## src/rtl/morse_quiz_ctrl_pkg.sv

```systemverilog
// Shared definitions for the Morse quiz controller: symbol codes, FSM states
// and the letter-selection helper.
package morse_quiz_ctrl_pkg;

  localparam logic [1:0] SYM_NONE = 2'b00;
  localparam logic [1:0] SYM_DOT  = 2'b01;
  localparam logic [1:0] SYM_DASH = 2'b10;

  localparam int unsigned LETTER_COUNT = 26;

  typedef enum logic [2:0] {
    ST_IDLE     = 3'd0,
    ST_PICK     = 3'd1,
    ST_WAIT     = 3'd2,
    ST_CHECK    = 3'd3,
    ST_FEEDBACK = 3'd4,
    ST_FINISH   = 3'd5
  } state_e;

  // Reduce the LFSR value to a letter and step past a repeat of the previous one.
  function automatic logic [4:0] pick_letter(input logic [4:0] rnd, input logic [4:0] prev);
    logic [4:0] v;
    v = (rnd >= 5'(LETTER_COUNT)) ? (rnd - 5'(LETTER_COUNT)) : rnd;
    if (v == prev) begin
      v = (v == 5'(LETTER_COUNT - 1)) ? 5'd0 : (v + 5'd1);
    end else begin
      v = v;
    end
    return v;
  endfunction

endpackage

```

## src/rtl/morse_letter_rom.sv

```systemverilog
// Combinational A..Z Morse code table; first symbol on sym_one, unused slots 00.
module morse_letter_rom
  import morse_quiz_ctrl_pkg::*;
(
  input  logic [4:0] index,
  output logic [1:0] sym_one,
  output logic [1:0] sym_two,
  output logic [1:0] sym_three,
  output logic [1:0] sym_four,
  output logic [1:0] sym_five
);

  localparam logic [1:0] DT = SYM_DOT;
  localparam logic [1:0] DA = SYM_DASH;
  localparam logic [1:0] NO = SYM_NONE;

  logic [9:0] code_s;

  // Letter index to left-aligned symbol sequence.
  always_comb begin
    code_s = {NO, NO, NO, NO, NO};
    case (index)
      5'd0:    code_s = {DT, DA, NO, NO, NO};
      5'd1:    code_s = {DA, DT, DT, DT, NO};
      5'd2:    code_s = {DA, DT, DA, DT, NO};
      5'd3:    code_s = {DA, DT, DT, NO, NO};
      5'd4:    code_s = {DT, NO, NO, NO, NO};
      5'd5:    code_s = {DT, DT, DA, DT, NO};
      5'd6:    code_s = {DA, DA, DT, NO, NO};
      5'd7:    code_s = {DT, DT, DT, DT, NO};
      5'd8:    code_s = {DT, DT, NO, NO, NO};
      5'd9:    code_s = {DT, DA, DA, DA, NO};
      5'd10:   code_s = {DA, DT, DA, NO, NO};
      5'd11:   code_s = {DT, DA, DT, DT, NO};
      5'd12:   code_s = {DA, DA, NO, NO, NO};
      5'd13:   code_s = {DA, DT, NO, NO, NO};
      5'd14:   code_s = {DA, DA, DA, NO, NO};
      5'd15:   code_s = {DT, DA, DA, DT, NO};
      5'd16:   code_s = {DA, DA, DT, DA, NO};
      5'd17:   code_s = {DT, DA, DT, NO, NO};
      5'd18:   code_s = {DT, DT, DT, NO, NO};
      5'd19:   code_s = {DA, NO, NO, NO, NO};
      5'd20:   code_s = {DT, DT, DA, NO, NO};
      5'd21:   code_s = {DT, DT, DT, DA, NO};
      5'd22:   code_s = {DT, DA, DA, NO, NO};
      5'd23:   code_s = {DA, DT, DT, DA, NO};
      5'd24:   code_s = {DA, DT, DA, DA, NO};
      5'd25:   code_s = {DA, DA, DT, DT, NO};
      default: code_s = {NO, NO, NO, NO, NO};
    endcase
  end

  assign sym_one   = code_s[9:8];
  assign sym_two   = code_s[7:6];
  assign sym_three = code_s[5:4];
  assign sym_four  = code_s[3:2];
  assign sym_five  = code_s[1:0];

endmodule

```

## src/rtl/morse_quiz_ctrl.sv

```systemverilog
// Morse quiz session controller: picks pseudo-random letters, times the answer,
// grades the captured symbols against the code table and keeps score.
module morse_quiz_ctrl
  import morse_quiz_ctrl_pkg::*;
#(
  parameter int unsigned ROUNDS          = 10,
  parameter int unsigned TIMEOUT_CYCLES  = 1000,
  parameter int unsigned FEEDBACK_CYCLES = 4
) (
  input  logic       clock,
  input  logic       reset,
  input  logic       start,
  input  logic       letter_done,
  input  logic [1:0] morse_one,
  input  logic [1:0] morse_two,
  input  logic [1:0] morse_three,
  input  logic [1:0] morse_four,
  input  logic [1:0] morse_five,
  output logic [4:0] target_letter,
  output logic       busy,
  output logic       correct,
  output logic       wrong,
  output logic [3:0] score,
  output logic [3:0] round,
  output logic       quiz_done
);

  localparam int unsigned TW = $clog2(TIMEOUT_CYCLES) + 1;
  localparam int unsigned FW = $clog2(FEEDBACK_CYCLES) + 1;
  localparam logic [TW-1:0] TMO_LAST = TW'(TIMEOUT_CYCLES - 1);
  localparam logic [FW-1:0] FB_LAST  = FW'(FEEDBACK_CYCLES - 1);
  localparam logic [4:0]    ROUNDS_L = 5'(ROUNDS);

  state_e        state_q, state_d;
  logic [4:0]    lfsr_q, lfsr_d;
  logic          ld_q, ld_d;
  logic [TW-1:0] tmo_q, tmo_d;
  logic [FW-1:0] fb_q, fb_d;
  logic [9:0]    sym_q, sym_d;
  logic [4:0]    target_q, target_d;
  logic [3:0]    score_q, score_d;
  logic [3:0]    round_q, round_d;
  logic          correct_q, correct_d;
  logic          wrong_q, wrong_d;
  logic          busy_q, busy_d;
  logic          done_q, done_d;

  logic [1:0] rom_one_s, rom_two_s, rom_three_s, rom_four_s, rom_five_s;
  logic [9:0] rom_code_s;
  logic       press_s;
  logic [3:0] score_inc_s;
  logic [3:0] round_inc_s;

  morse_letter_rom u_rom (
    .index     (target_q),
    .sym_one   (rom_one_s),
    .sym_two   (rom_two_s),
    .sym_three (rom_three_s),
    .sym_four  (rom_four_s),
    .sym_five  (rom_five_s)
  );

  assign rom_code_s  = {rom_one_s, rom_two_s, rom_three_s, rom_four_s, rom_five_s};
  assign press_s     = letter_done & ~ld_q;
  assign score_inc_s = (score_q == 4'd15) ? score_q : (score_q + 4'd1);
  assign round_inc_s = (round_q == 4'd15) ? round_q : (round_q + 4'd1);

  // Next-state and next-output logic for the whole quiz.
  always_comb begin
    state_d   = state_q;
    lfsr_d    = {lfsr_q[3:0], lfsr_q[4] ^ lfsr_q[2]};
    ld_d      = letter_done;
    tmo_d     = '0;
    fb_d      = '0;
    sym_d     = sym_q;
    target_d  = target_q;
    score_d   = score_q;
    round_d   = round_q;
    correct_d = 1'b0;
    wrong_d   = 1'b0;
    case (state_q)
      ST_IDLE, ST_FINISH: begin
        if (start) begin
          state_d = ST_PICK;
          score_d = 4'd0;
          round_d = 4'd0;
        end else begin
          state_d = state_q;
        end
      end
      ST_PICK: begin
        target_d = pick_letter(lfsr_q, target_q);
        state_d  = ST_WAIT;
      end
      ST_WAIT: begin
        // A fresh press beats a timeout landing on the same cycle.
        if (press_s) begin
          sym_d   = {morse_one, morse_two, morse_three, morse_four, morse_five};
          state_d = ST_CHECK;
        end else if (tmo_q == TMO_LAST) begin
          wrong_d = 1'b1;
          state_d = ST_FEEDBACK;
        end else begin
          tmo_d = tmo_q + TW'(1);
        end
      end
      ST_CHECK: begin
        if (sym_q == rom_code_s) begin
          correct_d = 1'b1;
          score_d   = score_inc_s;
        end else begin
          wrong_d = 1'b1;
        end
        state_d = ST_FEEDBACK;
      end
      ST_FEEDBACK: begin
        if (fb_q == FB_LAST) begin
          round_d = round_inc_s;
          state_d = ({1'b0, round_inc_s} >= ROUNDS_L) ? ST_FINISH : ST_PICK;
        end else begin
          fb_d = fb_q + FW'(1);
        end
      end
      default: state_d = ST_IDLE;
    endcase
    busy_d = (state_d != ST_IDLE) && (state_d != ST_FINISH);
    done_d = (state_d == ST_FINISH);
  end

  // State and output registers with synchronous reset.
  always_ff @(posedge clock) begin
    if (reset) begin
      state_q   <= ST_IDLE;
      lfsr_q    <= 5'b00001;
      ld_q      <= 1'b0;
      tmo_q     <= '0;
      fb_q      <= '0;
      sym_q     <= 10'd0;
      target_q  <= 5'd0;
      score_q   <= 4'd0;
      round_q   <= 4'd0;
      correct_q <= 1'b0;
      wrong_q   <= 1'b0;
      busy_q    <= 1'b0;
      done_q    <= 1'b0;
    end else begin
      state_q   <= state_d;
      lfsr_q    <= lfsr_d;
      ld_q      <= ld_d;
      tmo_q     <= tmo_d;
      fb_q      <= fb_d;
      sym_q     <= sym_d;
      target_q  <= target_d;
      score_q   <= score_d;
      round_q   <= round_d;
      correct_q <= correct_d;
      wrong_q   <= wrong_d;
      busy_q    <= busy_d;
      done_q    <= done_d;
    end
  end

  assign target_letter = target_q;
  assign busy          = busy_q;
  assign correct       = correct_q;
  assign wrong         = wrong_q;
  assign score         = score_q;
  assign round         = round_q;
  assign quiz_done     = done_q;

endmodule

```

## config.mk

```make
export PLATFORM = sky130hd
export DESIGN_NAME = morse_quiz_ctrl
export DESIGN_NICKNAME = d
export VERILOG_FILES = /design/src/rtl/morse_quiz_ctrl_pkg.sv /design/src/rtl/morse_letter_rom.sv /design/src/rtl/morse_quiz_ctrl.sv
export SDC_FILE = /design/constraint.sdc
export NUM_CORES = 1
export LEC_CHECK = 0
export ABC_AREA = 0
export CAP_MARGIN = 20
export CELL_PAD_IN_SITES_DETAIL_PLACEMENT = 1
export CELL_PAD_IN_SITES_GLOBAL_PLACEMENT = 1
export CORE_MARGIN = 2
export CORE_UTILIZATION = 46
export DETAILED_ROUTE_END_ITERATION = 8
export GPL_TIMING_DRIVEN = 1
export PLACE_DENSITY = 0.82
export SLEW_MARGIN = 30
export SYNTH_ARGS = -nofsm -noshare
export SYNTH_HDL_FRONTEND = slang
export SYNTH_HIERARCHICAL = 1
export SYNTH_SLANG_ARGS = --single-unit
export TNS_END_PERCENT = 20
```

## constraint.sdc

```tcl
create_clock -name clock -period 5.7 [get_ports clock]
set_input_delay 0.57 -clock clock [delete_from_list [all_inputs] [get_ports clock]]
set_output_delay 0.57 -clock clock [all_outputs]
set_load 0.01 [all_outputs]
```

==> results of run 1 <==
cell usage in the layout (no fill, tap or decap), types with 2 or more instances in the layout:
cell,netlist,routed
mux2_2,3,3
nand4_1,4,4
nor4_1,5,5
inv_1,16,16
or3_1,4,4
o21ai_2,2,2
conb_1,1,2
clkdlybuf4s50_1,0,30
o21ai_1,5,5
a211oi_1,3,3
nor3_1,5,5
o22ai_1,2,2
nand3b_1,2,2
nor2b_1,6,6
nand3_1,9,9
clkbuf_1,6,2
ha_1,16,16
a21o_1,2,2
o211ai_1,5,5
nor2_1,42,42
a311oi_2,2,2
clkbuf_8,0,5
inv_2,2,2
mux2i_1,3,3
o21ai_0,15,15
xor2_1,17,17
a21oi_1,31,31
nand2b_1,5,5
dfxtp_1,50,49
xnor2_1,11,11
and2_1,3,3
a22oi_1,3,3
and3_1,5,5
nand2_1,41,41
mux4_2,2,2
nor3b_1,2,2
a211o_1,2,2
o21a_1,2,2
power groups by stage:
stage          Combinational (mW)  Sequential [mW]  Clock (mW)
3_5_place_dp                0.184            0.403           0
4_1_cts                     0.186            0.395       0.256
6_report                    0.185            0.395       0.246
5_1_grt                     0.204            0.400       0.271
2_1_floorplan               0.147            0.387           0
3_3_place_gp                0.179            0.402           0
kinds of logic after synthesis:
logic type / count (synthesis)
buffers and inverters: 35
xor gates and xnor gates: 28
AOI/OAI and AO/OA: 87
muxes: 8
other: 1
DFF: 50
adders and majority gates: 16
and+or+nand+nor: 143
final timing paths:
path	start	to	cells after the start
worst min register to register	fb_q[0]	fb_q[0]	1
worst min-delay path	fb_q[0]	fb_q[0]	1
worst max-delay path	target_letter[0]	score[1]	12
worst max register to register	target_letter[0]	score[1]	12
worst max-delay path: cells and delay by family, from the launching register on:
kind | cells | cell delay [ps]
and+or+nand+nor | 4 | 640
AOI/OAI and AO/OA | 4 | 890
xor gates and xnor gates | 1 | 190
muxes | 1 | 490
buffers and inverters | 1 | 150
adders and majority gates | 1 | 380
DFF | 1 | 640
routing by layer:
metal	wire length, µm	part of all wire, %
met3	209	2.9
met5	0	0
met4	132	1.8
met2	3500	49
met1	3320	46
state kept, by name (all words and copies together) (netlist names):
register       cells
tmo_q             11
sym_q             10
lfsr_q             5
target_letter      5
round              4
score              4
fb_q               3
state_q            3
busy               1
correct            1
ld_q               1
quiz_done          1
wrong              1
cell type report:
cell class / instances / share of cell area (%)
inverter: 18 / 1.96
multi-input combinational: 284 / 54.1
clock buffer: 7 / 2.22
tap: 77 / 2.80
clock inverter: 1 / 0.872
sequential: 50 / 29.1
timing repair buffer: 31 / 8.94
==> results by stage, run 1 <==
Outcome:
- The flow ran to the end, and the final reports show no timing, DRC or antenna violations.

Layout:
- The number of filler cells placed in the layout is 768.
- The post-synthesis to final-layout area growth is 13.7%.
- The number of standard cells in the final layout excluding fillers is around 470.
- The number of antenna diodes in the final layout is 0.
- Summing all flip-flop and latch instances after layout gives between 1000 and 1500 µm².
- The finished layout cell area is 3440 µm².
- At the end of the flow, the number of nets in the layout was 420.
- The core occupancy in the finished layout is 54.2%.
- The area taken by multi-input logic gates is 1860 µm².
- The fraction of final layout cells sized beyond drive strength 1 is under 10%.

Worst setup path:
- The library cell appearing most often on the critical path is nor2_1.
- For the worst setup path, the data required time is 5890 ps.
- The setup slack of the most critical reg-to-reg path is around 2200 ps.
- The signal on the critical path passes through inv_2 -> ha_1 -> mux4_2 -> nor2_1 -> a21oi_1 -> xor2_1 -> nor4_1 -> nand4_1 -> a311oi_2 -> o21ai_0 -> a32oi_1 -> nor2_1.
- Along the worst path, the maximum fanout reaches 15.
- The critical path endpoint category is a register.
- For this run, the slowest stage of the critical path takes 640 ps.
- The critical path's slowest cell is dfxtp_1.
- The worst setup path category is register to register.
- The launching element type of the critical path is a register.
- Data arrives at the worst endpoint at 3690 ps.

Clock tree:
- The buffer depth of the longest clock path is 2.
- The clock latency on the worst-skew pair is 310 ps.
- Counting every sink on the clock net gives 50.
- The total number of H-tree levels is 2.
- The clock transition time at the flip-flop clock pins of the worst setup and hold paths is 90 ps.
- TritonCTS built the clock tree.
- In this run, post-CTS hold repair placed 0 buffers.
- The post-cts repair resize count is 0.
- Buffers added to address setup during post-CTS repair amount to 0.
- Buffers inserted during clock tree synthesis total 5.
- The cell sitting at the root of the clock tree is a clkbuf_8.

STA:
- After layout, the worst path uses 61.4% of the clock period.
- After layout, the worst setup slack is 2200 ps.
- The time the worst path needs with I/O delays and setup is 3500 ps.
- Setup violations remaining at the end of the flow were counted as 0.
- Setup repair after global routing left no endpoint under its margin.
- The worst pin sits at a relative slew slack of 42.7%.
- The final number of hold-violating endpoints is 0.
- The setup skew after layout is ~10 ps.
- The slew of the pin with the lowest slew margin is 858 ps.
- The max-slew violation count is 0.
- Based on the critical path, the design can be clocked at up to 286 MHz.
- On the final layout, the worst hold slack is 426 ps.
- For the final routed database, the setup TNS stands at 0 ps.

Place:
- The wire-length estimate of the detail-placed layout is 5290 µm.
- The number of port buffers is 30.
- At the end of routability-driven placement, the weighted congestion stood at 0.845.
- Once placement finished, the instance area stood at 3340 µm².
- After detailed placement, the design holds a cell count of 460.
- The worst slack at placement is 2160 ps.

Route:
- The total number of vias is 2,635.
- The final layout contains routed wiring with a total length of 7170 µm.
- The via density per instance is between 5 and 6.
- The remaining design rule violation count is 0.
- The number of optimization iterations in the first detailed-route pass is 4.
- The first routing iteration left 92 violations.
- In the final routed layout, each cell accounts on average for between 15 and 20 µm.
- The count of nets left with antenna violations once routing finished came out at 0.

Logic synthesis:
- Sequential elements use 33.0% of the synthesized area.
- Yosys attributes the largest share of cell area to dfxtp_1 33%, ha_1 6.6%, nor2_1 5.2%.
- The fraction of registers with async set or reset after synthesis is 0%.
- The cell area that synthesis handed to floorplanning was 3030 µm².
- The count of unique library cells instantiated by Yosys is slightly above 60.
- The number of synthesized flops with an enable pin is 0.
- The synthesized design spends more area on one cell type than any other, namely dfxtp_1.
- In the synthesized netlist, the cells that appear most often are 50 x dfxtp_1, 42 x nor2_1, 41 x nand2_1, 31 x a21oi_1, 17 x xor2_1.
- The synthesized netlist devotes a little under a quarter of its cell area to simple gates.
- For this run, the number of Yosys warnings is 6.
- The multiplexer share of the synthesized area is approximately 3.6%.
- In the synthesized netlist the dominant register cell turns out to be dfxtp_1.
- The synthesized netlist devotes 8.10% of its cell area to XOR and XNOR gates.
- Summing the areas of all compound-gate instances in the mapped netlist gives 19.4% of the synthesized area.
- After synthesis, the largest family of logic cells by area is simple AND/OR/NAND/NOR gates.
- Dividing the synthesized area by the synthesized cell count gives 8.23 µm².
- The most common cell in the synthesized netlist is dfxtp_1.
- Of the post-synthesis cell area, the dominant cell type holds 33.0%.
- After Yosys synthesis, full adders, half adders and majority gates account for 6.61% of the synthesized area.
- After technology mapping, the gate count stands at 368.
- After synthesis the netlist holds a flip-flop and latch count of 50.

Global route:
- The remaining global-route overflow is 0.
- The initial antenna violation count is 0.
- Global routing used 27.0% of the available met1 tracks.
- Global routing used 35.7% of the available met2 tracks.
- The global-route layer with the greatest usage is met2.
- The aggregate global-route resource usage is 20.9%.
- The wire length of the first global-routing pass is 12,500 µm.
- For this run, global-route usage on met3 was measured as 3.50%.
- The pin count of the biggest net entering global routing is 33.
- The number of global-route vias before repair was 2,651.

Pwr:
- In this run, flip-flops and latches consume 47.8% of the power.
- Total power for the finished layout comes to 0.826 mW.
- The static leakage is 1.28 nW.
- The portion of total power attributed to combinational logic is ~22%.
- Net switching is approximately 30% of the power.
- The total internal power is 0.583 mW.
- The clock network power share is around 30%.
- Dividing total power by cell area gives a power density of 240 nW/µm².
- Summed over all nets, the switching power comes to around 0.24 mW.
- The worst-case IR drop observed on VDD is 182 µV.

Floorplanning:
- The initialized floorplan defines 29 standard-cell rows.
- The area inside the core boundary is 6350 µm².
- The die extent in x is 85.2 µm.
- The floorplan step set the die height to 85.2 µm.
- The starting utilization of the core area is a little under half.
- In this run the count of I/O pins placed on the die edge is 31.
- The die covers 7250 µm².

Run:
- The max-cap violation count is 0.

Worst hold path:
- The worst hold path belongs to the class register to register.
No activity file was read; power rests on OpenSTA's default activity.
==> run 2, diff against run 1 <==
--- a/config.mk
+++ b/config.mk
@@ -10,10 +10,10 @@
 export CELL_PAD_IN_SITES_DETAIL_PLACEMENT = 1
 export CELL_PAD_IN_SITES_GLOBAL_PLACEMENT = 1
 export CORE_MARGIN = 2
-export CORE_UTILIZATION = 46
+export CORE_UTILIZATION = 38
 export DETAILED_ROUTE_END_ITERATION = 8
 export GPL_TIMING_DRIVEN = 1
-export PLACE_DENSITY = 0.82
+export PLACE_DENSITY = 0.72
 export SLEW_MARGIN = 30
 export SYNTH_ARGS = -nofsm -noshare
 export SYNTH_HDL_FRONTEND = slang
==> constraint.sdc (replaced) <==
create_clock -name clock -period 3.1 [get_ports clock]
set_input_delay 0.31 -clock clock [delete_from_list [all_inputs] [get_ports clock]]
set_output_delay 0.31 -clock clock [all_outputs]
set_load 0.01 [all_outputs]
==> results by stage, run 2 (synthesis results as in run 1) <==
Route:
- The remaining design rule violation count is 0 (unchanged).
- The via density per instance is 5.28 (-6.2%).
- The starting DRC count in detailed routing is 82 (-11%).
- The wire length after detailed routing is 7530 µm (+5.0%).
- The number of optimization iterations in the first detailed-route pass is 4 (unchanged).
- The wire length per cell is 14.8 µm (-3.2%).
- The total number of vias is 2,684 (+1.9%).
- The number of nets with antenna violations after detailed routing is 0 (unchanged).

STA:
- The setup violation total in the final timing report was 0 (unchanged).
- The final clock period utilization by the worst path came to 95.6% (+34 points).
- The final number of hold-violating endpoints is 0 (unchanged).
- The peak clock frequency supported by timing is 338 MHz (+18%).
- The slew of the pin with the lowest slew margin was 527 ps (-331 ps).
- The final worst hold slack is 439 ps (+13.4 ps).
- The setup skew after layout is 9.63 ps (-0.0874 ps).
- The max-slew violation count is 0 (unchanged).
- The remaining max-slew budget at the tightest pin was 64.9% (+22 points).
- The time the worst path needs with I/O delays and setup is 2960 ps (-539 ps).

Global route:
- The remaining global-route overflow is 0 (unchanged).
- The number of global-route vias before repair was 2,640 (-0.41%).
- The pin count of the biggest net entering global routing is 16 (-52%).
- The aggregate global-route resource usage was 17.9% (-3.0 points).
- The wire length of the first global-routing pass is 12,600 µm (+0.83%).
- The initial antenna violation count is 0 (unchanged).

Worst setup path:
- The worst setup path category is register to register.
- The signal arrival time at the worst endpoint was 3140 ps (-550 ps).
- The delay of the slowest cell on the worst path came to 460 ps (-180 ps).
- The maximum fanout count along the critical path is 6 (-9).
- STA classifies the critical path endpoint as a register.
- The largest individual stage delay along the critical path comes from the cell a311oi_4.
- The worst-case reg-to-reg path depth is 13 (+1).
- The worst endpoint required time is 3280 ps (-2610 ps).
- Among the stages of the critical path, the cell type that occurs most often is o211ai_1.
- The worst setup path is launched from a register.
- The critical path goes through inv_1 -> ha_2 -> mux2i_1 -> or3_1 -> o211ai_1 -> xor2_1 -> nor4_2 -> nand4_1 -> a311oi_4 -> buf_4 -> nand2_1 -> o211ai_1 -> a211oi_1.

Clock tree:
- The clock tree from TritonCTS is yes.
- The number of hold buffers added after CTS is 0 (unchanged).
- The buffer depth of the longest clock path is 2 (unchanged).
- The CTS sink count is 50 (unchanged).
- The root buffer cell is clkbuf_8.
- The clock transition time at the flip-flop clock pins of the worst setup and hold paths is 90 ps (about the same).
- The clock buffer count from CTS is 5 (unchanged).
- The clock latency on the worst-skew pair is 310 ps (about the same).
- The total number of H-tree levels is 2 (unchanged).

Floorplanning:
- The area inside the core boundary is 7730 µm² (+22%).
- The I/O pin count is 31 (unchanged).
- The starting utilization of the core area is 39.2% (-8.5 points).
- The height of the die is 93.3 µm (+9.6%).
- The die extent in x is 93.3 µm (+9.6%).
- The area of the die is 8700 µm² (+20%).
- The count of standard-cell rows is 32 (+10%).

Outcome:
- The run finished with clean final reports.

Layout:
- From synthesis to final layout, the design area changed by 21.0%.
- The largest registers in the layout are tmo_q x11, sym_q x10.
- The number of filler cells placed in the layout came to 955 (+24%).
- Leaving out fill and tap cells, the most frequent cells in the layout are 48 x dfxtp_1, 42 x nor2_1, 41 x nand2_1, 31 x a21oi_1, 30 x clkdlybuf4s50_1.
- The number of standard cells in the final layout excluding fillers came to 508 (+8.5%).
- The flip-flop count of the largest register, all copies and words added was 11 (unchanged).
- The number of nets in the layout is 435 (+3.6%).
- The sequential cell area in the final layout is 1000 µm² (+0.12%).
- The most frequent standard cell in the layout excluding fill and tap cells is dfxtp_1.
- More flip-flops sit in one register than any other, and that register is tmo_q.
- The area taken by multi-input logic gates is 1900 µm² (+2.1%).
- The antenna diode count was 0 (unchanged).
- The fraction of final layout cells sized beyond drive strength 1 is 12.1% (+5.2 points).

Place:
- The cell total after placement is 496 (+7.8%).
- The number of port buffers is 30 (unchanged).
- The detailed placer's ending HPWL is 5450 µm (+3.0%).
- The last weighted congestion value of the routability-driven placer is 0.795 (-5.9%).

Worst hold path:
- The hold path depth is 1 (unchanged).
- The worst min-delay path category is register to register.

Pwr:
- The static leakage is 1.38 nW (+8.0%).
- The total power density per cell area was 453 nW/µm² (+89%).
- The maximum resistive drop on vdd was 247 µV (+36%).

Run:
- The max-cap violation count came to 0 (unchanged).
==> run 2: final timing paths <==
path / start / end / slack (ps)
setup / recovery: target_letter[1] / score[0] / 140
hold / removal: fb_q[0] / fb_q[0] / 440
setup reg to reg: target_letter[1] / score[0] / 140
hold reg to reg: fb_q[0] / fb_q[0] / 440
==> run 2: routing by layer <==
layer | up-vias | share of wire [%] | wire length, µm | track usage, %
li1 | 1362 | - | - | -
met2 | 38 | 48 | 3600 | 29.8
met5 | - | 0 | 0 | 0
met1 | 1274 | 48 | 3650 | 24.3
met3 | 10 | 2.7 | 202 | 2.66
met4 | 0 | 1.0 | 77 | 4.41
==> run 2: metrics by stage <==
stage | power [mW] | util [%] | setup TNS [ps] | instance area, µm² | worst slack (ps)
after floorplan | 0.983 | - | 0 | 3030 | 25.1
after global placement | 1.09 | 44.7 | 0 | 3450 | 60.1
after detailed placement | 1.10 | 44.7 | -38.9 | 3450 | -31.6
after CTS | 1.67 | 46.7 | 0 | 3610 | 16.7
after global routing | 1.75 | 47.4 | -65.3 | 3660 | -46.0
final | 1.66 | 47.4 | 0 | 3660 | 138
==> run 2: power by group <==
part	switching, mW	internal (mW)	leakage (nW)
registers	0.0393	0.667	0.407
logic	0.208	0.185	0.903
clock network	0.217	0.344	0.0714
==> run 2: area by class of cell <==
type / instances / area share [%]
clock buffer: 6 / 2.25
clock inverter: 2 / 1.64
inverter: 18 / 1.84
multi-input combinational: 284 / 51.9
sequential: 50 / 27.4
tap: 102 / 3.48
timing repair buffer: 46 / 11.5
==> run 2: worst max-delay path, delay by kind of cell (launching register included) <==
| kind | cells | cell delay (ps) |
|---|---|---|
| and+or+nand+nor | 4 | 960 |
| muxes | 1 | 70 |
| xor gates and xnor gates | 1 | 110 |
| adders and majority gates | 1 | 260 |
| DFF | 1 | 320 |
| buffers and inverters | 2 | 350 |
| AOI/OAI and AO/OA | 4 | 770 |
==> run 2: what timing repair did <==
| action | 4_1_cts | 5_1_grt |
|---|---|---|
| setup endpoints to repair | 4 | 4 |
| gates resized for setup | 3 | 5 |
| pin swaps | 1 | 5 |
| buffers inserted | 0 | 4 |
==> run 3, diff against run 2 <==
--- a/config.mk
+++ b/config.mk
@@ -6,11 +6,11 @@
 export NUM_CORES = 1
 export LEC_CHECK = 0
 export ABC_AREA = 0
-export CAP_MARGIN = 20
 export CELL_PAD_IN_SITES_DETAIL_PLACEMENT = 1
 export CELL_PAD_IN_SITES_GLOBAL_PLACEMENT = 1
 export CORE_MARGIN = 2
 export CORE_UTILIZATION = 38
+export CTS_BUF_LIST = sky130_fd_sc_hd__clkbuf_16
 export DETAILED_ROUTE_END_ITERATION = 8
 export GPL_TIMING_DRIVEN = 1
 export PLACE_DENSITY = 0.72
==> results by stage, run 3 (synthesis results as in run 1) <==
Outcome:
- The run finished with clean final reports.

Layout:
- The largest registers in the layout are tmo_q x11, sym_q x10.
- The antenna diode count came to 0 (unchanged).
- The number of nets in the layout is 435 (unchanged).
- The most frequent standard cell in the layout excluding fill and tap cells is dfxtp_1.
- The fraction of final layout cells sized beyond drive strength 1 is 12.1% (unchanged).
- The library cells used most frequently in the layout, excluding fill and tap cells, are 48 x dfxtp_1, 42 x nor2_1, 41 x nand2_1, 31 x a21oi_1, 30 x clkdlybuf4s50_1.
- Relative to the synthesized area, the layout overhead comes to 22.6%.
- The flip-flop count of the largest register, all copies and words added is 11 (unchanged).
- The finished layout cell area is 3710 µm² (+1.3%).
- The core occupancy in the finished layout came to 48.1% (+0.63 points).
- The register with the most flip-flops is tmo_q.

STA:
- The max-slew violation count is 0 (unchanged).
- The time the worst path needs with I/O delays and setup was 2970 ps (+12.7 ps).
- The slew of the pin with the lowest slew margin is 519 ps (-7.31 ps).
- The final clock period utilization by the worst path is 96.0% (+0.41 points).
- The setup violation total in the final timing report was 0 (unchanged).
- The setup skew after layout is 6.07 ps (-3.56 ps).
- The final-layout setup total negative slack is 0 ps (unchanged).
- The peak clock frequency supported by timing is 336 MHz (-0.43%).
- The final number of hold-violating endpoints is 0 (unchanged).
- The remaining max-slew budget at the tightest pin was 65.4% (+0.49 points).
- The final worst hold slack is 435 ps (-4.15 ps).

Worst hold path:
- The worst min-delay path category is register to register.
- The worst hold path startpoint is fb_q[0].
- The hold path depth was 1 (unchanged).
- The endpoint of the worst hold-timing path is fb_q[0].

Worst setup path:
- The cell family contributing the most delay on the critical path is simple AND/OR/NAND/NOR gates.
- The worst endpoint required time is 3250 ps (-30 ps).
- The delay of the slowest cell on the worst path was 470 ps (about the same).
- The buffer and inverter count on the worst path was 2 (unchanged).
- The launching element type of the critical path is a register.
- The worst register-to-register path begins at target_letter[1].
- Walking the worst path, the cells encountered are inv_1 -> ha_2 -> mux2i_1 -> or3_1 -> o211ai_1 -> xor2_1 -> nor4_2 -> nand4_1 -> a311oi_4 -> buf_4 -> nand2_1 -> o211ai_1 -> a211oi_1.
- The worst setup path category is register to register.
- The worst register-to-register path ends at score[0].
- The critical path endpoint category is a register.
- The signal arrival time at the worst endpoint is 3130 ps (about the same).
- The critical path's slowest cell is a311oi_4.
- The setup slack of the most critical reg-to-reg path was 130 ps (about the same).
- The library cell appearing most often on the critical path is o211ai_1.
- The worst-case reg-to-reg path depth is 13 (unchanged).
- The maximum fanout count along the critical path is 6 (unchanged).

Place:
- The last weighted congestion value of the routability-driven placer is 0.795 (unchanged).
- The number of port buffers was 30 (unchanged).
- The total cell area at the placement stage is 3450 µm² (unchanged).
- The detailed placer's ending HPWL is 5450 µm (unchanged).

Route:
- The number of optimization iterations in the first detailed-route pass came to 4 (unchanged).
- The number of nets with antenna violations after detailed routing is 0 (unchanged).
- The wire length after detailed routing came to 7700 µm (+2.3%).
- The total number of vias is 2,711 (+1.0%).
- The via density per instance was 5.34 (+1.0%).
- The remaining design rule violation count is 0 (unchanged).
- The wire length per cell is 15.2 µm (+2.3%).
- The starting DRC count in detailed routing is 85 (+3.7%).

Global route:
- The number of global-route vias before repair is 2,725 (+3.2%).
- The wire length of the first global-routing pass was 13,000 µm (+2.9%).
- The pin count of the biggest net entering global routing is 16 (unchanged).
- The aggregate global-route resource usage was 18.4% (+0.53 points).
- The initial antenna violation count is 0 (unchanged).
- The remaining global-route overflow is 0 (unchanged).

Floorplanning:
- The count of standard-cell rows is 32 (unchanged).
- The die extent in x is 93.3 µm (unchanged).
- The I/O pin count is 31 (unchanged).
- The area inside the core boundary is 7730 µm² (unchanged).
- The area of the die came to 8700 µm² (unchanged).
- The height of the die was 93.3 µm (unchanged).
- The starting utilization of the core area came to 39.2% (unchanged).

Clock tree:
- The clock transition time at the flip-flop clock pins of the worst setup and hold paths is 70 ps (-20 ps).
- The buffer depth of the longest clock path came to 2 (unchanged).
- The clock buffer count from CTS is 5 (unchanged).
- TritonCTS built the clock tree.
- The total number of H-tree levels was 2 (unchanged).
- The root buffer cell chosen for the clock tree is clkbuf_16.
- The clock latency on the worst-skew pair is 280 ps (-30 ps).
- The CTS sink count is 50 (unchanged).

Pwr:
- The total power density per cell area is 482 nW/µm² (+6.4%).
- The static leakage was 1.40 nW (+1.4%).
- The maximum resistive drop on vdd is 409 µV (+66%).
- The total design power was 1.79 mW (+7.8%).

Run:
- The max-cap violation count is 0 (unchanged).
run 3: where the power goes:
group          switching, mW  internal (mW)
sequential            0.0407          0.668
clock                  0.226          0.459
combinational          0.211          0.185
total                  0.478           1.31
run 3: how the worst max path moves through the flow:
| stage | from | to | cells past startpoint |
|---|---|---|---|
| after CTS | target_letter[0] | score[1] | 12 |
| final | target_letter[1] | score[0] | 13 |
| after detailed placement | target_letter[0] | score[2] | 12 |
| after global placement | target_letter[3] | score[2] | 10 |
| after floorplan | target_letter[0] | score[2] | 12 |
| after global routing | target_letter[1] | score[0] | 13 |
run 3: cell type report:
cell class                      count  area, µm²
Clock buffer                        5        125
Tap cell                          102        128
Timing Repair Buffer               46        420
Multi-Input combinational cell    284       1910
Sequential cell                    50       1000
Clock inverter                      3       63.8
Fill cell                         941       4010
Inverter                           18       67.6
run 3: per-layer routing:
layer / share of wire (%) / global-route usage (%) / vias to the layer above / wire, µm
li1: - / - / 1360 / -
met1: 48 / 24.6 / 1303 / 3740
met2: 48 / 31.2 / 42 / 3700
met3: 2.4 / 2.74 / 6 / 188
met4: 0.99 / 4.41 / 0 / 76
met5: 0 / 0 / - / 0
run 3: per-stage QoR:
stage               instances  worst slack (ps)
detailed placement        496             -31.6
CTS                       504              24.5
finish                    508               125
global placement          496              60.1
floorplan                 369              25.1
global route              508             -35.5
run 3: repair_timing:
action / 4_1_cts / 5_1_grt
pin swaps: 1 / 4
resized for setup: 3 / 6
buffers inserted: 0 / 4
hold buffers: 0 / 0
setup endpoints to repair: 3 / 4
